[src/rtl/tlc_pkg.sv]
// Shared types for the T-intersection controller and its conflict monitor.
package tlc_pkg;

  typedef enum logic [1:0] {RED, YEL, GRN, BAD} lamp_e;

  typedef enum logic [2:0] {
    F_NONE         = 3'd0,
    F_LAMP         = 3'd1,
    F_CONFLICT     = 3'd2,
    F_SEQ          = 3'd3,
    F_YEL_SHORT    = 3'd4,
    F_ALLRED_SHORT = 3'd5
  } fault_e;

  typedef enum logic {MONITOR, FAULT} mon_state_e;

  // Exactly one lit lamp is a valid aspect; dark or multiple lamps are BAD.
  function automatic lamp_e encode_lamp(input logic r, input logic y, input logic g);
    case ({r, y, g})
      3'b100:  return RED;
      3'b010:  return YEL;
      3'b001:  return GRN;
      default: return BAD;
    endcase
  endfunction

  function automatic logic seq_ok(input lamp_e p, input lamp_e c);
    return (p == c) || (p == GRN && c == YEL) || (p == YEL && c == RED) ||
           (p == RED && c == GRN);
  endfunction

endpackage

[src/rtl/tlc_tick_gen.sv]
// One-cycle tick pulse every TICK_DIV clocks; shared with the controller.
module tlc_tick_gen #(
  parameter int TICK_DIV = 50000
) (
  input  logic clk,
  input  logic reset,
  output logic tick
);

  localparam int CW = $clog2(TICK_DIV);

  logic [CW-1:0] cnt;

  always_ff @(posedge clk or posedge reset) begin
    if (reset) begin
      cnt  <= '0;
      tick <= 1'b0;
    end else begin
      tick <= (cnt == CW'(TICK_DIV - 1));
      if (cnt == CW'(TICK_DIV - 1)) cnt <= '0;
      else                          cnt <= cnt + 1'b1;
    end
  end

endmodule

[src/rtl/tlc_conflict_monitor.sv]
// Independent lamp watchdog: latches the first violation and requests forced red.
// Optional flashing-red output is built when TLC_MON_FLASH_EN is defined.
module tlc_conflict_monitor
  import tlc_pkg::*;
#(
  parameter int TICK_DIV   = 50000,
  parameter int MIN_YELLOW = 3000,
  parameter int MIN_ALLRED = 1000,
  parameter int FLASH_HALF = 500
) (
  input  logic       clk,
  input  logic       reset,
  input  logic       main_red,
  input  logic       main_yellow,
  input  logic       main_green,
  input  logic       side_red,
  input  logic       side_yellow,
  input  logic       side_green,
  input  logic       clear,
  output logic       fault,
  output logic [2:0] fault_code,
  output logic       force_red,
  output logic [7:0] fault_count,
  output logic       flash
);

  localparam int YW = $clog2(MIN_YELLOW + 1);
  localparam int AW = $clog2(MIN_ALLRED + 1);

  logic          tick;
  logic [5:0]    cur, prev;
  logic          sample_valid, primed;
  lamp_e         cur_m, cur_s, prev_m, prev_s;
  logic [YW-1:0] yel_m, yel_s;
  logic [AW-1:0] allred;
  mon_state_e    state;
  fault_e        code_q, next_code;
  logic          chk_lamp, chk_conf, chk_seq, chk_yel, chk_ar;
  logic          do_prime, enter_fault, leave_fault;

  tlc_tick_gen #(.TICK_DIV(TICK_DIV)) u_tick (
    .clk  (clk),
    .reset(reset),
    .tick (tick)
  );

  assign cur_m  = encode_lamp(cur[5], cur[4], cur[3]);
  assign cur_s  = encode_lamp(cur[2], cur[1], cur[0]);
  assign prev_m = encode_lamp(prev[5], prev[4], prev[3]);
  assign prev_s = encode_lamp(prev[2], prev[1], prev[0]);

  // cur holds reset zeros until the first edge, so nothing is judged before then.
  assign chk_lamp = sample_valid && (cur_m == BAD || cur_s == BAD);
  assign chk_conf = sample_valid && cur_m != RED && cur_s != RED;
  assign chk_seq  = primed && (!seq_ok(prev_m, cur_m) || !seq_ok(prev_s, cur_s));
  assign chk_yel  = primed &&
                    ((prev_m == YEL && cur_m == RED && yel_m < YW'(MIN_YELLOW)) ||
                     (prev_s == YEL && cur_s == RED && yel_s < YW'(MIN_YELLOW)));
  assign chk_ar   = primed && allred < AW'(MIN_ALLRED) &&
                    ((prev_m == RED && cur_m == GRN) || (prev_s == RED && cur_s == GRN));

  always_comb begin
    next_code = F_NONE;
    if      (chk_lamp) next_code = F_LAMP;
    else if (chk_conf) next_code = F_CONFLICT;
    else if (chk_seq)  next_code = F_SEQ;
    else if (chk_yel)  next_code = F_YEL_SHORT;
    else if (chk_ar)   next_code = F_ALLRED_SHORT;
  end

  assign do_prime    = sample_valid && !primed;
  assign enter_fault = (state == MONITOR) && (next_code != F_NONE);
  assign leave_fault = (state == FAULT) && clear && !chk_lamp && !chk_conf;

  always_ff @(posedge clk or posedge reset) begin
    if (reset) begin
      cur          <= '0;
      prev         <= '0;
      sample_valid <= 1'b0;
    end else begin
      cur          <= {main_red, main_yellow, main_green, side_red, side_yellow, side_green};
      prev         <= cur;
      sample_valid <= 1'b1;
    end
  end

  // The first sample after reset/clear has no trusted history, so timers start satisfied.
  always_ff @(posedge clk or posedge reset) begin
    if (reset) begin
      yel_m  <= '0;
      yel_s  <= '0;
      allred <= '0;
    end else if (do_prime) begin
      yel_m  <= YW'(MIN_YELLOW);
      yel_s  <= YW'(MIN_YELLOW);
      allred <= AW'(MIN_ALLRED);
    end else begin
      if (cur_m != YEL)                         yel_m <= '0;
      else if (tick && yel_m < YW'(MIN_YELLOW)) yel_m <= yel_m + 1'b1;
      if (cur_s != YEL)                         yel_s <= '0;
      else if (tick && yel_s < YW'(MIN_YELLOW)) yel_s <= yel_s + 1'b1;
      if (!(cur_m == RED && cur_s == RED))       allred <= '0;
      else if (tick && allred < AW'(MIN_ALLRED)) allred <= allred + 1'b1;
    end
  end

  always_ff @(posedge clk or posedge reset) begin
    if (reset) begin
      state       <= MONITOR;
      fault       <= 1'b0;
      code_q      <= F_NONE;
      fault_count <= '0;
      primed      <= 1'b0;
    end else begin
      if (do_prime) primed <= 1'b1;
      case (state)
        MONITOR: if (enter_fault) begin
          state  <= FAULT;
          fault  <= 1'b1;
          code_q <= next_code;
          if (fault_count != 8'hFF) fault_count <= fault_count + 8'd1;
        end
        FAULT: if (leave_fault) begin
          state  <= MONITOR;
          fault  <= 1'b0;
          code_q <= F_NONE;
          primed <= 1'b0;
        end
        default: state <= MONITOR;
      endcase
    end
  end

  assign fault_code = code_q;
  assign force_red  = fault;

`ifdef TLC_MON_FLASH_EN
  localparam int FW = $clog2(FLASH_HALF + 1);

  logic [FW-1:0] flash_cnt;

  always_ff @(posedge clk or posedge reset) begin
    if (reset) begin
      flash     <= 1'b0;
      flash_cnt <= '0;
    end else if (enter_fault) begin
      flash     <= 1'b1;
      flash_cnt <= '0;
    end else if (state == MONITOR || leave_fault) begin
      flash     <= 1'b0;
      flash_cnt <= '0;
    end else if (tick) begin
      if (flash_cnt == FW'(FLASH_HALF - 1)) begin
        flash     <= ~flash;
        flash_cnt <= '0;
      end else begin
        flash_cnt <= flash_cnt + 1'b1;
      end
    end
  end
`else
  logic flash_half_unused;
  assign flash_half_unused = (FLASH_HALF != 0);
  assign flash             = 1'b0;
`endif

endmodule

[config.mk]
export PLATFORM = sky130hd
export DESIGN_NAME = tlc_conflict_monitor
export DESIGN_NICKNAME = d
export VERILOG_FILES = /design/src/rtl/tlc_pkg.sv /design/src/rtl/tlc_tick_gen.sv /design/src/rtl/tlc_conflict_monitor.sv
export SDC_FILE = /design/constraint.sdc
export NUM_CORES = 1
export LEC_CHECK = 0
export ABC_CLOCK_PERIOD_IN_PS = 5000
export CAP_MARGIN = 0
export CORE_MARGIN = 10
export CORE_UTILIZATION = 64
export CTS_CLUSTER_SIZE = 24
export DETAILED_ROUTE_END_ITERATION = 7
export HOLD_SLACK_MARGIN = 0.15
export PLACE_DENSITY = 0.88
export SLEW_MARGIN = 15
export SYNTH_ARGS = -nofsm -noshare
export SYNTH_HDL_FRONTEND = slang
export SYNTH_SLANG_ARGS = --single-unit
[constraint.sdc]
create_clock -name clk -period 5 [get_ports clk]
set_clock_uncertainty 0.15 [all_clocks]
set_input_delay 1.5 -clock clk [delete_from_list [all_inputs] [get_ports clk]]
set_output_delay 1.5 -clock clk [all_outputs]
set_load 0.1 [all_outputs]
==> results of run 1 <==
[path summary, 6_finish.rpt]
| kind | slack (ps) | from | cells past startpoint | to |
|---|---|---|---|---|
| setup / recovery | 1370 | fault_count[4]$_DFFE_PP0P_ | 1 | fault_count[4] |
| hold / removal | 320 | cur[0]$_DFF_PP0_ | 0 | prev[0]$_DFF_PP0_ |
| setup reg to reg | 2120 | cur[2]$_DFF_PP0_ | 8 | fault_count[1]$_DFFE_PP0P_ |
| hold reg to reg | 320 | cur[0]$_DFF_PP0_ | 0 | prev[0]$_DFF_PP0_ |
| max in group asynchronous | 2540 | reset | 3 | yel_s[2]$_DFFE_PP0P_ |
| min in group asynchronous | 1360 | reset | 2 | allred[0]$_DFFE_PP0P_ |
[power groups by stage]
| stage | Combinational, mW | Clock [mW] | Sequential, mW |
|---|---|---|---|
| 2_1_floorplan | 0.138 | 0 | 0.938 |
| 3_3_place_gp | 0.419 | 0 | 0.748 |
| 3_5_place_dp | 0.423 | 0 | 0.753 |
| 4_1_cts | 0.426 | 0.530 | 0.741 |
| 5_1_grt | 0.445 | 0.555 | 0.751 |
| 6_report | 0.421 | 0.525 | 0.742 |
[routing by layer]
layer,wire length [um],global-route usage,vias up,part of all wire
met5,0,0,-,0
met3,356,0.0475,10,0.046
met2,3840,0.260,55,0.49
met4,121,0.0573,0,0.016
met1,3450,0.203,1441,0.44
li1,-,-,1444,-
[sequential cells by signal, summed over array words and instances (netlist names)]
register / cells
state: 1
allred: 10
fault_count: 8
cur: 6
fault: 1
sample_valid: 1
u_tick.tick: 1
primed: 1
prev: 6
u_tick.cnt: 16
yel_m: 12
yel_s: 12
fault_code: 3
[metrics by stage]
step / power (mW) / cells / area, um^2 / setup WS (ps) / util
finish: 1.69 / 496 / 4420 / 1370 / 0.738
global route: 1.75 / 496 / 4420 / 1320 / 0.738
CTS: 1.70 / 496 / 4420 / 1360 / 0.738
detailed placement: 1.18 / 480 / 4200 / 1740 / 0.701
global placement: 1.17 / 480 / 4200 / 1760 / 0.701
floorplan: 1.08 / 401 / 3980 / 1350 / -
[logic make-up (layout without fill, tap and decap cells)]
family / after synthesis / after routing / share of synthesized area
adder cells (fa/ha/maj): 5 / 5 / 0.0157
XOR/XNOR: 47 / 47 / 0.104
flip-flops: 78 / 78 / 0.491
AND/OR/NAND/NOR: 167 / 167 / 0.227
multiplexers: 5 / 5 / 0.0132
AO/OA/AOI/OAI: 69 / 69 / 0.115
buffers and inverters: 28 / 48 / 0.0327
other: 2 / 2 / 0.00189
[synth_stat cells, drive strengths merged, types with 3 or more instances]
| master | n |
|---|---|
| dfrtp | 78 |
| nor2 | 49 |
| o21ai | 32 |
| xor2 | 28 |
| nand2 | 27 |
| nand4 | 21 |
| xnor2 | 19 |
| nand3 | 13 |
| buf | 12 |
| a21oi | 9 |
| inv | 9 |
| and3 | 7 |
| clkbuf | 7 |
| nor3 | 7 |
| nor3b | 6 |
| or3 | 6 |
| ha | 5 |
| nand2b | 5 |
| o211ai | 4 |
| a21o | 3 |
| a31oi | 3 |
| and2 | 3 |
| mux2i | 3 |
| nor4bb | 3 |
[layout make-up]
type                       count  share of cell area
sequential                    78               0.442
multi-input combinational    295               0.429
timing repair buffer          23              0.0509
clock buffer                   9              0.0280
clock inverter                 7              0.0221
tap                           75              0.0212
inverter                       9             0.00764
==> summary.txt, run 1 <==
Outcome
  • Status: complete, no violations

Timing
  • Worst-Margin Slew: 998 ps
  • Minimum clock period: 3630 ps
  • Hold Fails Final Rpt: 0
  • Max Fclk: 276 MHz
  • Setup tns final: 0 ps
  • Worst slew margin: 0.332
  • Setup violations, final: 0
  • RSZ-0062 raised after global routing: no
  • Pins Over Slew Limit: 0
  • Period Utilization, post-route: 0.725
  • Hold slack: 317 ps

GRT
  • First-pass GRT wire length: 13,400 um
  • Total track usage: 0.162
  • Initial antenna violation count: 0
  • Vias in the first global route: 2,847
  • Largest net degree at the start of global routing: 32
  • Total gr overflow: 0

Yosys
  • Post-synthesis instance total: 401
  • Synth area leaders: dfrtp_1, xor2_1, nor2_1
  • Syn_area_per_cell: 9.92 um^2
  • Top_reg_cell synth: dfrtp_1
  • Yosys cell types: 60
  • Total number of yosys warnings: 0
  • Register bit total from synthesis: 78
  • Cell area after synthesis: 3980 um^2
  • Register area share after synthesis: 0.491
  • Post-synth EDFFs: 0
  • Area leader, netlist: dfrtp_1
  • Mapped Nets: 415
  • Top-area cell type share of the netlist area: 0.491
  • Async S/R FF share, synth: 1.00

CTS
  • Setup Fix Bufs, Post-CTS: 0
  • Clk slew on worst S/H paths: 80 ps
  • CTS buffer count: 9
  • Clock root cell: clkbuf_8
  • Latest clock arrival within the worst-skew pair: 350 ps
  • CTS H-Tree Depth: 3
  • CTS tree: built
  • Hold-fix buffers at CTS: 0
  • Clock sink count: 78
  • CTS max path bufs: 2
  • Post_cts resized: 0

Worst setup path
  • Maximum cell stage delay along the critical path: 1180 ps
  • Crit-path max FO: 6
  • CP delay by family, top: buffers and inverters
  • Crit path arrival time: 1980 ps
  • Buf+Inv Stages, Crit Path: 1
  • Crit path kind: reg -> out
  • Critical path required time: 3350 ps
  • Critical Path Source Type: flop
  • Slowest cell on the critical path: clkdlybuf4s50_1
  • Cells along the critical path: clkdlybuf4s50_1
  • CP endpoint kind: primary output

Final layout
  • Most frequent cells in the layout: dfrtp_1, nor2_1, o21ai_0
  • Area delta synth->final: 11.2%
  • Fillcell total: 377
  • Sequential cell area: 1950 um^2
  • N_diodes: 0
  • Layout cells sized above 1: 0.0618
  • Multi-input gate area: 1890 um^2
  • Commonest non-fill, non-tap cell in the layout: dfrtp_1
  • Final nets: 430

Drt
  • Avg WL per Cell: 15.6 um
  • Drt pass-1 iters: 5
  • Final WL: 7760 um
  • DRC viols: 0
  • Vias: 2,950
  • Antenna Nets Post-Route: 0
  • Vias per cell: 5.95
  • Drt first-iter violations: 159

Placed design
  • IO buf count: 21
  • Placer Congestion: 0.904
  • Detail Placement HPWL: 5480 um

Pwr
  • Int Power: 1.07 mW
  • Leak: 1.85 nW
  • Worst vdd ir: 0.000442 V
  • Seq pwr share: 0.440
  • Combinational Power Share: 0.250
  • Power Density: 382 nW/um^2
  • Clock power frac: 0.311
  • Switching Share: 0.364
  • P_sw: 615 uW

Floorplanning
  • Initial core utilization: 0.664
  • Die outline width: 98.8 um
  • Die Y: 98.8 um
  • IO Pins: 23
  • Std-Cell Rows: 28
  • DIE AREA: 9770 um^2
  • Core ar.: 5990 um^2

Flow run
  • # Max-Cap Violations: 0

Worst hold path
  • Hold WC Path Type: reg -> reg
Note: power is estimated with default switching activity, not from simulation.
==> inputs of run 2 (changes only) <==
--- a/config.mk
+++ b/config.mk
@@ -5,14 +5,14 @@
 export SDC_FILE = /design/constraint.sdc
 export NUM_CORES = 1
 export LEC_CHECK = 0
-export ABC_CLOCK_PERIOD_IN_PS = 5000
+export ABC_CLOCK_PERIOD_IN_PS = 2910
 export CAP_MARGIN = 0
 export CORE_MARGIN = 10
-export CORE_UTILIZATION = 64
+export CORE_UTILIZATION = 54
 export CTS_CLUSTER_SIZE = 24
 export DETAILED_ROUTE_END_ITERATION = 7
 export HOLD_SLACK_MARGIN = 0.15
-export PLACE_DENSITY = 0.88
+export PLACE_DENSITY = 0.79
 export SLEW_MARGIN = 15
 export SYNTH_ARGS = -nofsm -noshare
 export SYNTH_HDL_FRONTEND = slang
==> constraint.sdc (replaced) <==
create_clock -name clk -period 2.91 [get_ports clk]
set_clock_uncertainty 0.15 [all_clocks]
set_input_delay 0.873 -clock clk [delete_from_list [all_inputs] [get_ports clk]]
set_output_delay 0.873 -clock clk [all_outputs]
set_load 0.1 [all_outputs]
==> summary.txt, run 2 (synthesized netlist as in run 1, its figures left out) <==
Outcome
  • Status: complete, no violations

Final layout
  • Most frequent cells in the layout: dfrtp_1, nor2_1, o21ai_0
  • Max reg flops: 16 (unchanged)
  • Fin util: 0.619 (-0.119)
  • Final nets: 434 (+0.93%)
  • N_diodes: 0 (unchanged)
  • Layout cells sized above 1: 0.101 (+0.0394)
  • Top flop regs: u_tick.cnt: 16 flops, yel_m: 12 flops, yel_s: 12 flops
  • Biggest register: u_tick.cnt
  • Area delta synth->final: 12.3%
  • Commonest non-fill, non-tap cell in the layout: dfrtp_1
  • Final Cell Area: 4460 um^2 (+0.99%)
  • Fillcell total: 612 (+62%)

Pwr
  • Int Power: 1.83 mW (+70%)
  • Seq pwr share: 0.443 (+0.003)
  • Worst vdd ir: 0.000730 V (+65%)
  • Leak: 1.89 nW (+2.2%)
  • P_sw: 1.05 mW (+71%)
  • Switching Share: 0.365 (+0.00125)
  • Combinational Power Share: 0.247 (-0.003)
  • Power Density: 645 nW/um^2 (+69%)
  • Tot Pwr: 2.88 mW (+71%)
  • Clock power frac: 0.310 (about the same)

Drt
  • Drt pass-1 iters: 5 (unchanged)
  • Vias: 2,996 (+1.6%)
  • DRC viols: 0 (unchanged)
  • Drt first-iter violations: 126 (-21%)
  • Vias per cell: 5.72 (-3.9%)
  • Antenna Nets Post-Route: 0 (unchanged)
  • Avg WL per Cell: 15.0 um (-4.5%)
  • Final WL: 7830 um (+0.93%)

CTS
  • Setup Fix Bufs, Post-CTS: 0 (unchanged)
  • Post_cts resized: 0 (unchanged)
  • CTS tree: built
  • Clk slew on worst S/H paths: 80 ps (about the same)
  • Latest clock arrival within the worst-skew pair: 360 ps (about the same)
  • Clock root cell: clkbuf_8
  • CTS H-Tree Depth: 3 (unchanged)
  • CTS buffer count: 9 (unchanged)
  • Clock sink count: 78 (unchanged)
  • Hold-fix buffers at CTS: 0 (unchanged)
  • CTS max path bufs: 2 (unchanged)

Timing
  • RSZ-0062 raised after global routing: no
  • Setup tns final: 0 ps (unchanged)
  • Worst slew margin: 0.501 (+0.168)
  • Minimum clock period: 2720 ps
  • Setup violations, final: 0 (unchanged)
  • Hold slack: 337 ps (+20.1 ps)
  • Worst-Margin Slew: 749 ps (-249 ps)
  • Hold Fails Final Rpt: 0 (unchanged)
  • Max Fclk: 368 MHz
  • Pins Over Slew Limit: 0 (unchanged)
  • Period Utilization, post-route: 0.935

Flow run
  • # Max-Cap Violations: 0 (unchanged)

Worst setup path
  • Cells along the critical path: nor3b_1 > a211o_1 > a21o_1 > a2111oi_4 > nand4bb_2 > a21oi_4 > or3_1 > mux2_1
  • Crit-path max FO: 8 (+2)
  • Maximum cell stage delay along the critical path: 450 ps (-730 ps)
  • Critical path required time: 3000 ps (-350 ps)
  • CP delay by family, top: compound AO/OA/AOI/OAI gates
  • Worst r2r path cells: 8 (unchanged)
  • Critical Path Source Type: flop
  • Crit Reg-Reg Startpoint: prev[4]$_DFF_PP0_
  • R2r endpoint: fault_count[1]$_DFFE_PP0P_
  • Crit path arrival time: 2810 ps (+830 ps)
  • CP endpoint kind: flop
  • Buf+Inv Stages, Crit Path: 0 (-1)
  • Slowest cell on the critical path: dfrtp_1
  • Worst R2R Setup Slack: 190 ps (-1930 ps)
  • Crit path kind: reg -> reg

Floorplanning
  • Die outline width: 106 um (+7.1%)
  • Core ar.: 7210 um^2 (+20%)
  • DIE AREA: 11,200 um^2 (+15%)
  • Die Y: 106 um (+7.1%)
  • IO Pins: 23 (unchanged)
  • Initial core utilization: 0.551 (-0.113)
  • Std-Cell Rows: 31 (+11%)

Placed design
  • Detail Placement HPWL: 5400 um (-1.3%)
  • Placed inst area: 4240 um^2 (+1.0%)
  • IO buf count: 21 (unchanged)
  • Placer Congestion: 0.804 (-11%)

GRT
  • First-pass GRT wire length: 13,600 um (+1.3%)
  • Initial antenna violation count: 0 (unchanged)
  • Total track usage: 0.145 (-0.0176)
  • Total gr overflow: 0 (unchanged)
  • Largest net degree at the start of global routing: 67 (+110%)
  • Vias in the first global route: 3,010 (+5.7%)

Worst hold path
  • Hold Path Cell Cnt: 0 (unchanged)
  • Hold WC Path Type: reg -> reg
  • Hold Path End: prev[0]$_DFF_PP0_
  • HP Start: cur[0]$_DFF_PP0_
## run 2: changes by cell type in the layout (fill, tap and decap cells not counted), sizes merged
cell	change
inv	-1
buf	+17
clkinvlp	+1
clkdlybuf4s50	-13
## run 2: per-stage QoR
stage | setup slack [ps] | std cells
after floorplan | 399 | 401
after global placement | 285 | 508
after detailed placement | 212 | 508
after CTS | 195 | 524
after global routing | 33.4 | 524
final | 189 | 524
## run 2: how the worst max path moves through the flow
| stage | startpoint | to | slack, ps | depth (start not counted) |
|---|---|---|---|---|
| CTS | prev[5]$_DFF_PP0_ | fault_count[1]$_DFFE_PP0P_ | 200 | 8 |
| global placement | prev[5]$_DFF_PP0_ | fault_count[1]$_DFFE_PP0P_ | 280 | 8 |
| global route | prev[1]$_DFF_PP0_ | fault_count[1]$_DFFE_PP0P_ | 30 | 8 |
| floorplan | prev[5]$_DFF_PP0_ | fault_count[1]$_DFFE_PP0P_ | 400 | 8 |
| finish | prev[4]$_DFF_PP0_ | fault_count[1]$_DFFE_PP0P_ | 190 | 8 |
| detailed placement | prev[5]$_DFF_PP0_ | fault_count[1]$_DFFE_PP0P_ | 210 | 8 |
## run 2: worst reg2reg max path, delay by kind of cell, from the launching register on
kind	cells	cell delay, ps
and+or+nand+nor	3	590
AOI/OAI and AO/OA	4	1080
DFF	1	450
muxes	1	330
## run 2: power groups by stage
stage,logic (mW),registers (mW),clock network [mW]
2_1_floorplan,0.237,1.61,0
3_3_place_gp,0.705,1.29,0
3_5_place_dp,0.716,1.30,0
4_1_cts,0.718,1.28,0.915
5_1_grt,0.748,1.29,0.957
6_report,0.711,1.28,0.892
## run 2: per-layer routing
layer,share of wire,GRT usage,vias up
li1,-,-,1452
met1,0.45,0.170,1472
met2,0.50,0.245,57
met3,0.032,0.0341,15
met4,0.019,0.0648,0
met5,0,0,-
## run 2: cell type report
| type | count | area, um^2 | share of cell area |
|---|---|---|---|
| multi-input combinational | 295 | 1890 | 0.424 |
| timing repair buffer | 27 | 235 | 0.0527 |
| inverter | 9 | 37.5 | 0.00841 |
| clock buffer | 9 | 124 | 0.0277 |
| sequential | 78 | 1950 | 0.437 |
| clock inverter | 7 | 97.6 | 0.0219 |
| tap | 99 | 124 | 0.0277 |
==> variant (flow settings as in run 2) <==
Add a define of `TLC_MON_FLASH_EN`.
--- a/src/rtl/tlc_conflict_monitor.sv
+++ b/src/rtl/tlc_conflict_monitor.sv
@@ -1,4 +1,6 @@
 // Independent lamp watchdog: latches the first violation and requests forced red.
 // Optional flashing-red output is built when TLC_MON_FLASH_EN is defined.
+`define TLC_MON_FLASH_EN
+
 module tlc_conflict_monitor
   import tlc_pkg::*;
Check against the original RTL: not equivalent (a bounded check fails within 4 cycles, from zero or initial values and one cycle with reset high).
==> variant against run 2 <==
Count of clock-buffer cells in the layout grew 4. Sequential cell count grew 10. Hold slack lost 0.0015 ns. Synthesized area grew 14%. Wire length grew 20%. Critical endpoint unchanged. Cell area grew 13%. Worst setup slack gained 0.025 ns. Power grew 3.2%. Critical path type unchanged. Cell count grew 16%.
==> variant: results (changes against run 2) <==
Placed design
  – GPL Wtd Cong: 0.827 (was 0.804)
  – I/O Buffers: 22 (was 21)
  – Area of placed instances: 4860 sq um (was 4240 sq um)
  – Post-place setup slack: 0.141 ns (was 0.212 ns)
  – Dpl cells: 590 (was 508)

GRT
  – Vias in the first global route: 3518 (was 3010)
  – First-pass GRT wire length: 16.3 mm (was 13.6 mm)
  – Overall Global Routing Usage: 0.153 (was 0.145)

Power
  – VDD IR-drop max: 0.489 mV (was 0.730 mV)
  – P_sw: 1.10 mW (was 1.05 mW)

Worst setup path
  – Worst-case reg-to-reg path depth: 7 (was 8)
  – Maximum fanout along the worst path: 15 (was 8)
  – CP arrival: 2.78 ns (was 2.81 ns)

Outcome
  – Status: complete, no violations (unchanged)

Yosys
  – Post-synthesis compound-gate area fraction: 0.146 (was 0.115)
  – Mux cell area share after synthesis: 0.0113 (was 0.0132)
  – Seq/Total Area, Yosys: 0.485 (was 0.491)
  – Syn Nets: 487 (was 415)
  – Distinct cells, synth: 58 (was 60)
  – Synth top cells by count: 88 x dfrtp_1, 56 x nor2_1, 46 x o21ai_0 (was 78 x dfrtp_1, 49 x nor2_1, 32 x o21ai_0)

Timing
  – Headroom to the max-slew limit: 0.534 (was 0.501)

Routing
  – DR WL/cell: 15.5 microns (was 15.0 microns)
  – Drt total wl: 9.42 mm (was 7.83 mm)
  – DRT iter0 DRCs: 216 (was 126)
  – Via density: 5.79 (was 5.72)

Cells and area
  – Fin nets: 511 (was 434)
-- variant: cell count changes after synthesis, sizes merged, moves of 6 or more --
cell   change
nand3      +6
xnor2      +8
o21ai     +15
xor2       -8
dfrtp     +10
nand2     +13
nor2       +7
a31oi      +8
-- variant: critical path, stage by stage, from the launching register on --
cell and delay (ns):
dfrtp_1 0.60, nor4bb_1 0.35, nor2_1 0.09, a31oi_1 0.34, nor4_4 0.13, a211oi_2 0.43, nand2_1 0.16, mux2_1 0.34
-- variant: power by group through the flow --
stage	registers [mW]	clock network (mW)	logic, mW
finish	1.43	0.785	0.759
global route	1.45	0.859	0.810
CTS	1.43	0.811	0.767
detailed placement	1.45	0	0.764
global placement	1.44	0	0.754
floorplan	1.76	0	0.266
-- variant: layer usage --
layer	up-vias	wire (microns)	GRT usage
met4	0	132	0.0480
met2	56	4740	0.267
met5	-	0	0
met3	13	287	0.0392
li1	1735	-	-
met1	1702	4260	0.179
-- variant: final cells by class --
cell class	instances	area (sq um)
clock buffers	13	169
clock inverters	3	15.0
fillers	668	3170
inverters	13	52.6
multi-input cells	354	2210
flip-flops and latches	88	2200
well taps	105	131
repair buffers	30	270
-- variant: cell families (layout without fill, tap and decap cells) --
kind of cell,after synthesis,in the layout
other,1,1
buffers and inverters,30,59
xor gates and xnor gates,47,47
muxes,5,5
and+or+nand+nor,193,193
DFF,88,88
adders and majority gates,6,6
AOI/OAI and AO/OA,102,102
-- variant: timing repair --
| item | 4_1_cts | 5_1_grt |
|---|---|---|
| setup endpoints to repair | 0 | 1 |
| hold buffers | 0 | 0 |
| resized for setup | 0 | 1 |
-- variant: worst paths after layout --
check / start / slack [ns] / to
max: cur[1] / 0.21 / fault_count[1]
max reg2reg: cur[1] / 0.21 / fault_count[1]
min reg2reg: u_tick.cnt[0] / 0.34 / u_tick.cnt[0]
min in group asynchronous: reset / 0.78 / u_tick.cnt[2]
min: u_tick.cnt[0] / 0.34 / u_tick.cnt[0]
max in group asynchronous: reset / 1.27 / cur[4]
